[src/rtl/instr_fetch_pkg.sv]
// Shared definitions for the instruction fetch unit: FSM state encoding,
// default reset PC and fetch timeout, and instruction field positions.
package instr_fetch_pkg;

    typedef enum logic [1:0] {
        ST_IDLE  = 2'd0,
        ST_FETCH = 2'd1,
        ST_EXEC  = 2'd2,
        ST_HALT  = 2'd3
    } state_t;

    localparam int unsigned XLEN         = 32;
    localparam logic [31:0] IF_RESET_PC  = 32'h0000_3000;
    localparam int unsigned IF_MAX_WAIT  = 15;

    // Instruction word field positions
    localparam int unsigned OPCODE_MSB   = 31;
    localparam int unsigned OPCODE_LSB   = 26;
    localparam int unsigned FUNCT_MSB    = 5;
    localparam int unsigned FUNCT_LSB    = 0;
    localparam int unsigned TARGET_MSB   = 25;
    localparam int unsigned OPCODE_W     = 6;
    localparam int unsigned FUNCT_W      = 6;
    localparam int unsigned TARGET_W     = 26;

endpackage

[src/rtl/instr_fetch_npc_sel.sv]
// Next-PC selection (combinational).
//   pc        : address of the executing instruction
//   target    : IR[25:0] jump target field
//   imm_ext   : sign-extended branch offset in words
//   branch    : bit0 = beq, bit1 = bne
//   zero      : ALU zero flag
//   jump      : unconditional jump, highest priority
//   next_pc_c : selected next PC
module npc_sel
    import instr_fetch_pkg::*;
(
    input  logic [XLEN-1:0]     pc,
    input  logic [TARGET_W-1:0] target,
    input  logic [XLEN-1:0]     imm_ext,
    input  logic [1:0]          branch,
    input  logic                zero,
    input  logic                jump,
    output logic [XLEN-1:0]     next_pc_c
);

    logic [XLEN-1:0] pc_plus4;
    logic [XLEN-1:0] branch_tgt;
    logic            taken;

    assign pc_plus4   = pc + 32'd4;
    assign branch_tgt = pc_plus4 + (imm_ext << 2);
    assign taken      = (branch[0] & zero) | (branch[1] & ~zero);

    // Jump beats branch beats sequential
    always_comb begin
        next_pc_c = pc_plus4;
        if (jump) begin
            next_pc_c = {pc_plus4[31:28], target, 2'b00};
        end else if (taken) begin
            next_pc_c = branch_tgt;
        end
    end

endmodule

[src/rtl/instr_fetch.sv]
// Instruction fetch unit: fetches one word per instruction from imem,
// holds it in IR during execution, then advances PC via npc_sel.
//   clk, rst_n             : clock, async active-low reset
//   imem_req/addr          : read request and word-aligned address
//   imem_ack/rdata         : read data valid and instruction word
//   branch, zero, jump,
//   imm_ext                : next-PC controls, used in the non-stalled EXEC cycle
//   stall                  : hold current instruction in EXEC
//   instr, opcode, funct   : IR and its decoder fields
//   pc                     : address of the IR instruction
//   instr_valid            : IR is executing
//   retired                : completed instruction count
//   fetch_err              : sticky imem timeout
module instr_fetch
    import instr_fetch_pkg::*;
#(
    parameter logic [31:0] RESET_PC = IF_RESET_PC,
    parameter int unsigned MAX_WAIT = IF_MAX_WAIT
) (
    input  logic                clk,
    input  logic                rst_n,
    output logic                imem_req,
    output logic [XLEN-1:0]     imem_addr,
    input  logic                imem_ack,
    input  logic [XLEN-1:0]     imem_rdata,
    input  logic [1:0]          branch,
    input  logic                zero,
    input  logic                jump,
    input  logic [XLEN-1:0]     imm_ext,
    input  logic                stall,
    output logic [XLEN-1:0]     instr,
    output logic [OPCODE_W-1:0] opcode,
    output logic [FUNCT_W-1:0]  funct,
    output logic [XLEN-1:0]     pc,
    output logic                instr_valid,
    output logic [XLEN-1:0]     retired,
    output logic                fetch_err
);

    localparam int unsigned     WAIT_W    = (MAX_WAIT > 1) ? $clog2(MAX_WAIT) : 1;
    localparam logic [WAIT_W-1:0] WAIT_LAST = WAIT_W'(MAX_WAIT - 1);
    localparam logic [31:0]     PC_INIT   = {RESET_PC[31:2], 2'b00};

    state_t            state_q, state_d;
    logic [XLEN-1:0]   pc_q, pc_d;
    logic [XLEN-1:0]   ir_q, ir_d;
    logic [XLEN-1:0]   addr_q, addr_d;
    logic [XLEN-1:0]   retired_q, retired_d;
    logic [WAIT_W-1:0] wait_q, wait_d;
    logic              req_q, req_d;
    logic              valid_q, valid_d;
    logic              err_q, err_d;
    logic [XLEN-1:0]   next_pc_c;

    npc_sel u_npc_sel (
        .pc        (pc_q),
        .target    (ir_q[TARGET_MSB:0]),
        .imm_ext   (imm_ext),
        .branch    (branch),
        .zero      (zero),
        .jump      (jump),
        .next_pc_c (next_pc_c)
    );

    // State and registered outputs
    always_ff @(posedge clk or negedge rst_n) begin
        if (!rst_n) begin
            state_q   <= ST_IDLE;
            pc_q      <= PC_INIT;
            ir_q      <= '0;
            addr_q    <= PC_INIT;
            retired_q <= '0;
            wait_q    <= '0;
            req_q     <= 1'b0;
            valid_q   <= 1'b0;
            err_q     <= 1'b0;
        end else begin
            state_q   <= state_d;
            pc_q      <= pc_d;
            ir_q      <= ir_d;
            addr_q    <= addr_d;
            retired_q <= retired_d;
            wait_q    <= wait_d;
            req_q     <= req_d;
            valid_q   <= valid_d;
            err_q     <= err_d;
        end
    end

    // Next state and next register values
    always_comb begin
        state_d   = state_q;
        pc_d      = pc_q;
        ir_d      = ir_q;
        addr_d    = addr_q;
        retired_d = retired_q;
        wait_d    = wait_q;
        err_d     = err_q;

        case (state_q)
            ST_IDLE: begin
                state_d = ST_FETCH;
            end
            ST_FETCH: begin
                if (imem_ack) begin
                    ir_d    = imem_rdata;
                    wait_d  = '0;
                    state_d = ST_EXEC;
                end else if (wait_q == WAIT_LAST) begin
                    err_d   = 1'b1;
                    state_d = ST_HALT;
                end else begin
                    wait_d  = wait_q + WAIT_W'(1);
                end
            end
            ST_EXEC: begin
                if (!stall) begin
                    pc_d      = next_pc_c;
                    addr_d    = next_pc_c;
                    retired_d = retired_q + 32'd1;
                    state_d   = ST_FETCH;
                end
            end
            ST_HALT: begin
                state_d = ST_HALT;
            end
            default: begin
                state_d = ST_IDLE;
            end
        endcase

        // req/valid are registered copies of the upcoming state
        req_d   = (state_d == ST_FETCH);
        valid_d = (state_d == ST_EXEC);
    end

    assign imem_req    = req_q;
    assign imem_addr   = addr_q;
    assign instr       = ir_q;
    assign opcode      = ir_q[OPCODE_MSB:OPCODE_LSB];
    assign funct       = ir_q[FUNCT_MSB:FUNCT_LSB];
    assign pc          = pc_q;
    assign instr_valid = valid_q;
    assign retired     = retired_q;
    assign fetch_err   = err_q;

endmodule
[config.mk]
export PLATFORM = sky130hd
export DESIGN_NAME = instr_fetch
export DESIGN_NICKNAME = d
export VERILOG_FILES = /design/src/rtl/instr_fetch_pkg.sv /design/src/rtl/instr_fetch_npc_sel.sv /design/src/rtl/instr_fetch.sv
export SDC_FILE = /design/constraint.sdc
export NUM_CORES = 1
export LEC_CHECK = 0
export CORE_MARGIN = 2
export CORE_UTILIZATION = 50
export CTS_BUF_LIST = sky130_fd_sc_hd__clkbuf_4 sky130_fd_sc_hd__clkbuf_8
export DETAILED_ROUTE_END_ITERATION = 6
export PLACE_DENSITY = 0.83
export SYNTH_ARGS = -nofsm -noshare
export SYNTH_HDL_FRONTEND = slang
export SYNTH_HIERARCHICAL = 1
export SYNTH_SLANG_ARGS = --single-unit
[constraint.sdc]
create_clock -name clk -period 3.9 [get_ports clk]
set_clock_uncertainty 0.1 [all_clocks]
set_input_delay 0.585 -clock clk [delete_from_list [all_inputs] [get_ports clk]]
set_output_delay 0.585 -clock clk [all_outputs]
set_load 0.01 [all_outputs]
==> impl_metrics.py <==
metrics = {
    "run_status": {
        "status": "complete, no violations",
    },
    "cells_and_area": {
        "antenna_cells": 0,
        "nNetsFinal": 1073,
        "drive_gt1_frac": 0.168,
        "instances_no_fill": 1149,
        "area_delta_synth_final_pct": 31.8,
    },
    "floorplan": {
        "start_util": 0.516,
        "core-area_sq_um": 14600,
        "rows": 44,
        "die_w_microns": 127,
        "dieArea_sq_um": 16100,
        "ios": 215,
        "die_y_microns": 127,
    },
    "critical_path": {
        "r2r-end": "imem_addr[22]",
        "cp_max_fo": 8,
        "required_ps": 4070,
        "slowest_delay_ps": 540,
        "r2r_slack_ps": 80,
        "arrival_ps": 4000,
        "crit_path_end_kind": "flip-flop",
        "crit_path_top_delay_cell": "dfstp_2",
        "startpoint_type": "flip-flop",
        "r2r_cells": 13,
        "r2r_start": "imem_addr[13]",
        "path_cells": "and4_4 > and4_4 > nand4_1 > xnor2_1 > ha_1 > a21oi_1 > nand2_1 > a221o_1 > a31o_2 > xnor2_1 > a21oi_1 > mux2_2 > mux2_2",
        "path_class": "reg2reg",
    },
    "logic_synthesis": {
        "synth_top_cell_by_area": "dfrtp_1",
        "synth_ff_type": "dfrtp_1",
        "synth-seq-area-share": 0.348,
        "synth_most_common_cell": "dfrtp_1",
        "async_flop_share": 1.00,
        "synth_top_area_share": 0.341,
        "synthTopCellsByCount": "dfrtp_1 (103), mux2_2 (69), nand2_1 (62)",
        "synthDistinctLibCells": 78,
        "yosysWarnings": 6,
        "postSynthAreaPerCell_sq_um": 9.76,
        "synth.cell_area_sq_um": 7550,
        "synth_nets": 887,
        "synth_top_cells_by_area": "dfrtp_1 (34%), mux2_2 (10%), ha_1 (6.6%), xnor2_1 (6.6%), buf_4 (4.4%)",
        "synthCells": 774,
        "ys_ff_latch": 105,
        "synth-edff-count": 0,
    },
    "routing": {
        "drtIter0Drc": 522,
        "met2_length_microns": 10200,
        "routed_wl_microns": 21200,
        "route.detailed.drc": 0,
        "route.detailed.wl_per_inst_microns": 18.5,
        "wl_met3_microns": 1520,
        "wl_met1_microns": 9140,
        "firstDrtPassIters": 5,
        "dr_total_vias": 6607,
        "via_per_inst": 5.75,
        "top_layer_used": "met4",
        "drtAntennaViolNets": 0,
    },
    "clock_tree": {
        "clkTransAtPathRegs_ps": 100,
        "clock_latency_ps": 390,
        "cts_tree": "yes",
        "root_buffer": "clkbuf_8",
        "htreeDepth": 3,
        "cts_buffer_depth": 2,
        "cts_made_buffers": 9,
        "cts_sinks": 105,
        "cts_hold_buf": 0,
    },
    "timing": {
        "min_period_ps": 3820,
        "slew_headroom": 0.345,
        "rsz0062_at_grt": "true",
        "tightest_slew_ps": 979,
        "fmax_mhz": 262,
        "post-route-worst-setup-slack_ps": 77.9,
        "drv_slew": 0,
        "finalSetupViolCount": 0,
        "hold_viol_final": 0,
        "fin_tns_setup_ps": 0,
        "hold_ws_ps": 96.4,
        "period_share": 0.980,
    },
    "global_route": {
        "grt_use_total": 0.267,
        "grt_max_degree": 51,
        "grt_pass1_vias": 6468,
        "antenna_found_initial": 0,
        "grt_pass1_wl_microns": 34000,
        "grt-ovfl-total": 0,
    },
    "power_and_ir_drop": {
        "p_leak_uw": 0.00422,
        "irDropWorstVdd_mv": 0.385,
        "powerDensity_nw_per_um2": 649,
    },
    "place": {
        "placedCellCount": 1133,
        "dp_slack_ps": 85.9,
        "dp_hpwl_microns": 16200,
        "io_buffers": 212,
        "gp_congestion": 0.927,
    },
    "job": {
        "maxCapViolCount": 0,
    },
    "min_path": {
        "hp-class": "in2async",
    },
}
[kinds of logic (layout without fill, tap and decap cells)]
family / after synthesis / in the layout / share of synthesized area
and+or+nand+nor: 244 / 244 / 0.180
AOI/OAI and AO/OA: 147 / 147 / 0.133
DFF: 105 / 105 / 0.348
buffers and inverters: 84 / 275 / 0.0671
xor gates and xnor gates: 77 / 77 / 0.0913
muxes: 76 / 76 / 0.112
adders and majority gates: 41 / 41 / 0.0689
[per-stage QoR]
step                       util  instance area, sq um  power [uW]
final                     0.680                  9960        6460
after global routing      0.680                  9960        6880
after CTS                 0.677                  9920        6420
after detailed placement  0.663                  9710        5670
after global placement    0.663                  9710        5600
after floorplan               -                  7550        4100
[per-layer routing]
layer | vias to the layer above | track usage
met2 | 257 | 0.446
met4 | 0 | 0.0705
met1 | 3182 | 0.350
li1 | 3144 | -
met3 | 24 | 0.0633
met5 | - | 0
[sequential cells by signal, indices dropped and copies added, names as in the netlist]
signal	cells
retired	32
imem_addr	32
fetch_err	1
wait_q	4
state_q	2
instr	32
instr_valid	1
imem_req	1
[cells in the final DEF (no fill, tap or decap), drive strengths merged, types with 7 or more instances in the layout]
| master | synthesis | routed |
|---|---|---|
| nand2 | 62 | 62 |
| a21o | 8 | 8 |
| o211ai | 8 | 8 |
| buf | 55 | 34 |
| nor2b | 7 | 7 |
| dfrtp | 103 | 103 |
| a31oi | 7 | 7 |
| mux2 | 70 | 70 |
| inv | 14 | 15 |
| nand3 | 35 | 35 |
| nand4 | 30 | 30 |
| nor2 | 39 | 39 |
| and2 | 11 | 11 |
| and4 | 9 | 9 |
| clkbuf | 15 | 10 |
| nor3 | 10 | 10 |
| xnor2 | 59 | 59 |
| o21ai | 27 | 27 |
| a21oi | 44 | 44 |
| and3 | 19 | 19 |
| ha | 40 | 40 |
| xor2 | 18 | 18 |
| nor4 | 8 | 8 |
| o21a | 11 | 11 |
| clkdlybuf4s50 | 0 | 211 |
[worst max-delay path: cells and delay by family (launching register included)]
family / cells / cell delay (ps)
flip-flops: 1 / 540
multiplexers: 2 / 540
XOR/XNOR: 2 / 430
AND/OR/NAND/NOR: 4 / 760
AO/OA/AOI/OAI: 4 / 960
adder cells (fa/ha/maj): 1 / 370
[area by class of cell]
cell class	count	area, sq um
Sequential cell	105	2630
Inverter	14	52.6
Timing Repair Buffer	245	2370
Clock inverter	6	75.1
Clock buffer	10	138
Tap cell	184	230
Multi-Input combinational cell	585	4470
Fill cell	1170	4690
[report_power, final]
| part | switching (uW) | internal (uW) |
|---|---|---|
| clock network | 403 | 322 |
| registers | 374 | 1420 |
| logic | 1880 | 2070 |
| total | 2650 | 3810 |
[what timing repair did]
action,4_1_cts,5_1_grt
endpoints found under the setup margin,0,8
buffers inserted,0,0
gates resized for setup,0,7
[worst max path at each step]
| stage | slack [ps] | start | endpoint | depth (start not counted) |
|---|---|---|---|---|
| finish | 80 | imem_addr[13] | imem_addr[22] | 13 |
| global route | -70 | imem_addr[13] | imem_addr[22] | 13 |
| CTS | 60 | imem_addr[13] | imem_addr[22] | 13 |
| detailed placement | 90 | imem_addr[13] | imem_addr[22] | 13 |
| global placement | 140 | imem_addr[13] | imem_addr[22] | 13 |
| floorplan | 390 | imem_addr[12] | imem_addr[22] | 14 |
Note: power is estimated with default switching activity, not from simulation.
